$ cat config.mk
export PLATFORM = sky130hd
export DESIGN_NAME = act_gather_pp
export DESIGN_NICKNAME = d
export VERILOG_FILES = /design/src/rtl/act_gather_pp.sv
export SDC_FILE = /design/constraint.sdc
export NUM_CORES = 2
export LEC_CHECK = 0
export ABC_CLOCK_PERIOD_IN_PS = 3700
export BUFFER_PORTS_ARGS = -buffer_cell sky130_fd_sc_hd__buf_4
export CORE_ASPECT_RATIO = 1.25
export CORE_MARGIN = 2
export CORE_UTILIZATION = 35
export DETAILED_ROUTE_END_ITERATION = 10
export GPL_ROUTABILITY_DRIVEN = 0
export PLACE_DENSITY = 0.56
export SYNTH_ARGS = -nofsm -noshare
export SYNTH_HDL_FRONTEND = slang
export SYNTH_SLANG_ARGS = --single-unit
$ cat constraint.sdc
create_clock -name clk -period 3.7 [get_ports clk]
set_input_delay 1.11 -clock clk [delete_from_list [all_inputs] [get_ports clk]]
set_output_delay 1.11 -clock clk [all_outputs]
set_load 0.03 [all_outputs]
$ cat src/rtl/act_gather_pp.sv
// Ping-pong activation gatherer: packs a serial element stream into IN-wide frames
// for the FC layer, holding one frame stable while the next one fills.
module act_gather_pp #(
    parameter int WIDTH = 8,
    parameter int IN    = 128
) (
    input  logic             clk,
    input  logic             rst_n,
    input  logic             s_valid,
    output logic             s_ready,
    input  logic [WIDTH-1:0] s_data,
    input  logic             s_last,
    output logic             m_valid,
    input  logic             m_ready,
    output logic [WIDTH-1:0] m_x [0:IN-1],
    output logic             frame_err
);

    localparam int CW = (IN > 1) ? $clog2(IN) : 1;
    localparam logic [CW-1:0] LAST_IDX = CW'(IN - 1);

    logic [WIDTH-1:0] bank0_q [0:IN-1];
    logic [WIDTH-1:0] bank1_q [0:IN-1];
    logic             wr_sel_q, wr_sel_d;
    logic             rd_sel_q, rd_sel_d;
    logic [1:0]       full_q, full_d;
    logic [CW-1:0]    wr_cnt_q, wr_cnt_d;
    logic             frame_err_q, frame_err_d;

    logic accept;
    logic release_rd;
    logic last_slot;

    // Both handshake outputs come only from registers, so neither side sees
    // a combinational path from the other.
    assign s_ready    = ~full_q[wr_sel_q];
    assign m_valid    = full_q[rd_sel_q];
    assign frame_err  = frame_err_q;
    assign accept     = s_valid & s_ready;
    assign release_rd = m_valid & m_ready;
    assign last_slot  = (wr_cnt_q == LAST_IDX);

    always_comb begin
        full_d      = full_q;
        wr_sel_d    = wr_sel_q;
        rd_sel_d    = rd_sel_q;
        wr_cnt_d    = wr_cnt_q;
        frame_err_d = frame_err_q;
        // When a release and a completion coincide they hit different banks,
        // so applying both in sequence is safe.
        if (release_rd) begin
            full_d[rd_sel_q] = 1'b0;
            rd_sel_d         = ~rd_sel_q;
        end
        if (accept) begin
            if (last_slot) begin
                full_d[wr_sel_q] = 1'b1;
                wr_sel_d         = ~wr_sel_q;
                wr_cnt_d         = '0;
                if (!s_last) frame_err_d = 1'b1;
            end else if (s_last) begin
                // Early end: discard the partial frame by rewinding in place.
                wr_cnt_d    = '0;
                frame_err_d = 1'b1;
            end else begin
                wr_cnt_d = wr_cnt_q + 1'b1;
            end
        end
    end

    always_ff @(posedge clk) begin
        if (!rst_n) begin
            wr_sel_q    <= 1'b0;
            rd_sel_q    <= 1'b0;
            full_q      <= 2'b00;
            wr_cnt_q    <= '0;
            frame_err_q <= 1'b0;
        end else begin
            wr_sel_q    <= wr_sel_d;
            rd_sel_q    <= rd_sel_d;
            full_q      <= full_d;
            wr_cnt_q    <= wr_cnt_d;
            frame_err_q <= frame_err_d;
        end
    end

    always_ff @(posedge clk) begin
        if (!rst_n) begin
            for (int i = 0; i < IN; i++) begin
                bank0_q[i] <= '0;
                bank1_q[i] <= '0;
            end
        end else if (accept) begin
            if (wr_sel_q) bank1_q[wr_cnt_q] <= s_data;
            else          bank0_q[wr_cnt_q] <= s_data;
        end
    end

    always_comb begin
        for (int k = 0; k < IN; k++) begin
            m_x[k] = rd_sel_q ? bank1_q[k] : bank0_q[k];
        end
    end

endmodule
==> results.tsv <==
stage	metric	value	unit
synth	synth-seq-cells	2060	
power	clkPwrFrac	40.1	%
placement	portBuffers	1039	
run_status	violations	setup timing	
detailed_routing	top_layer	met5	
finish	fin_util	43.8	%
timing	finalHoldViolCount	0	
synth	syn_nets	6242	
synth	yosysTopAreaCell	edfxtp_1	
power	p_int	40.0	mW
power	p_seq_share	51.2	%
critical_path	critPathArrivalTime	2.62	ns
power	power	52.7	mW
die	die_area	0.265	sq mm
timing	relSlewSlack	17.8	%
critical_path	critical_path_class	reg -> out	
die	dieWidth	460	microns
job	max_cap_violations	0	
die	die_h	575	microns
critical_path	cp_slowest_cell	mux2_2	
die	core_area	0.259	sq mm
clock_network	cts_tree	built	
finish	nFillCells	23400	
critical_path	crit_buf_inv	4	
detailed_routing	route.met3.wl	25800	microns
synth	netlist_area	0.0912	sq mm
clock_network	clkSlewWorstSetupHoldPaths	0.06	ns
die	rows	209	
critical_path	worstPathRequired	2.59	ns
grt	grt_pass1_wl	420000	microns
critical_path	max_stage_delay	0.37	ns
critical_path	crit_chain	buf_12 -> buf_16 -> buf_16 -> mux2_2 -> buf_4	
power	leakagePower	41.6	nW
critical_path	path_common_cell	buf_16	
synth	synth_area_leaders	edfxtp_1, and2_1, mux2_2	
synth	synthCells	6228	
synth	yosysWarnings	0	
power	peakVddDrop	0.379	mV
synth	synth-async-reset-ratio	0	%
timing	fin_crit_sh	101	%
timing	rsz0062_at_grt	true	
critical_path	critPathMaxFanout	44	
detailed_routing	wl_per_cell	27.3	microns
timing	max_freq	268	MHz
clock_network	clk_latency	0.92	ns
detailed_routing	wl_met2	151000	microns
detailed_routing	vias	54200	
run_status	outcome	complete, but fails checks	
power	sw_frac_of_total	24.1	%
timing	setup_tns	-0.311	ns
clock_network	hold_buffers	0	
synth	synth_area_per_cell	14.6	sq um
timing	final-setup-viol-count	24	
grt	antenna_found_initial	12	
detailed_routing	wl_met1	118000	microns
die	boundaryPins	1040	
detailed_routing	viasPerCell	4.86	
critical_path	start_kind	register	
critical_path	r2r_slack	0.45	ns
detailed_routing	drtAntennaViolNets	0	
grt	grtUsageTotal	22.2	%
synth	yosys.area.top_type_share	67.5	%
power	p_per_area	464	mW/mm^2
timing	finClkSkew	0.0351	ns
clock_network	cts_buffers	216	
timing	min_period	3.73	ns
synth	ys.flop_type	edfxtp_1	
clock_network	clock_sinks	2060	
hold_path	worstHoldPathType	in -> reg	
grt	gr-total-overflow	0	
detailed_routing	drt_iter0_drc	4313	
timing	worst_pin_slew	1.22	ns
synth	ys_seq_area_share	67.7	%
detailed_routing	first_pass_iters	5	
finish	syn_to_final_growth	24.6	%
placement	dp_hpwl	210000	microns
timing	timing.final.ws_setup	-0.0254	ns
detailed_routing	drc_errors	0	
synth	yosysUniqueCellTypes	47	
critical_path	critical-path-top-delay-family	buffers and inverters	
grt	grt_max_degree	108	
finish	layout.nets	7494	
clock_network	cts_max_level	4	
finish	drive_above_1_share	38.3	%
power	switchingPower	12.7	mW
grt	grt_pass1_vias	55400	
clock_network	clock_path_buffers	4	
detailed_routing	totalWireLength	304000	microns
clock_network	cts_root_buf	clkbuf_16	
timing	drv_slew	0	
critical_path	crit_path_end_kind	primary output	
power	p_comb_share	8.7	%
synth	synth_edf_count	2048	
die	initial_core_util	35.2	%
-- timing repair --
item	CTS	global route
cloned	3	19
setup buffers	4	7
resized for setup	78	83
endpoints found under the setup margin	916	555
-- kinds of logic (layout without fill, tap and decap cells) --
group                    after synthesis  count (layout)  synth area share (%)
AND/OR/NAND/NOR                     2406            2406                  16.0
flip-flops                          2060            2060                  67.7
multiplexers                        1026            1026                  12.7
buffers and inverters                466            1882                  2.11
AO/OA/AOI/OAI                        264             264                  1.47
XOR/XNOR                               5               5                0.0480
adder cells (fa/ha/maj)                1               1                0.0137
other                                  0              13                     0
-- layout by cell type, fill, tap and decap left out, drive strengths merged, types with 16 or more instances in the layout --
| cell | n |
|---|---|
| clkbuf | 275 |
| edfxtp | 2048 |
| clkinv | 94 |
| o21ai | 255 |
| mux2 | 1025 |
| buf | 1474 |
| bufinv | 16 |
| nor2 | 263 |
| and2 | 2042 |
| nand2 | 45 |
-- metal layers --
metal / GRT usage [%] / vias up
li1: - / 24600
met1: 26.7 / 27600
met2: 38.1 / 1642
met3: 6.73 / 350
met4: 6.51 / 2
met5: 0 / -
-- Yosys cell counts, types with 2 or more instances --
cell and count:
a21oi_1 2, a31oi_1 2, and2_1 2042, and3_1 11
and3b_1 3, buf_1 11, buf_2 125, buf_4 3
clkbuf_1 325, dfxtp_1 12, edfxtp_1 2048, mux2_2 1025
nand2_1 42, nand2_2 3, nand2b_1 2, nand3_1 10
nand3_2 2, nand3b_1 3, nand4_1 2, nor2_1 181
nor2_2 78, nor2_4 4, nor2b_1 4, nor3_1 3
nor3b_1 4, nor4bb_1 3, o21a_1 2, o21ai_0 234
o21ai_1 21, xor2_1 4
-- worst paths after layout --
| path | from | to | depth (start not counted) |
|---|---|---|---|
| min reg2reg | frame_err | frame_err | 2 |
| max reg2reg | wr_cnt_q[6] | bank0_q[99][2] | 4 |
| max | rd_sel_q | m_x[452] | 5 |
| min | m_ready | rd_sel_q | 2 |
-- cell type report --
| type | count | area (sq um) | area share, % |
|---|---|---|---|
| inverters | 1 | 3.75 | 0.00330 |
| repair buffers | 1499 | 12900 | 11.4 |
| well taps | 3481 | 4360 | 3.83 |
| multi-input cells | 3702 | 27900 | 24.5 |
| diodes | 13 | 32.5 | 0.0286 |
| clock inverters | 130 | 1100 | 0.968 |
| clock buffers | 252 | 5580 | 4.91 |
| flip-flops and latches | 2060 | 61700 | 54.3 |
-- power groups by stage --
stage / clock network, mW / registers (mW) / logic (mW)
2_1_floorplan: 0 / 27.4 / 2.32
3_3_place_gp: 0 / 27.4 / 4.55
3_5_place_dp: 0 / 27.5 / 4.56
4_1_cts: 21.6 / 27.0 / 4.60
5_1_grt: 22.4 / 27.1 / 4.75
6_report: 21.1 / 27.0 / 4.57
-- registers in the layout, indices dropped and copies added (netlist names) --
name	count
bank0_q	1024
wr_cnt_q	7
full_q	2
bank1_q	1024
wr_sel_q	1
rd_sel_q	1
frame_err	1
-- per-stage QoR --
step	instances	area, sq um	worst slack, ns	hold slack, ns
after global routing	11100	114000	-0.133	0.396
final	11100	114000	-0.0254	0.452
after CTS	11100	113000	-0.0961	0.381
after floorplan	6228	91200	0.612	0.492
after detailed placement	10700	106000	-0.0500	0.482
after global placement	10700	106000	-0.357	0.467
No activity file was read; power rests on OpenSTA's default activity.
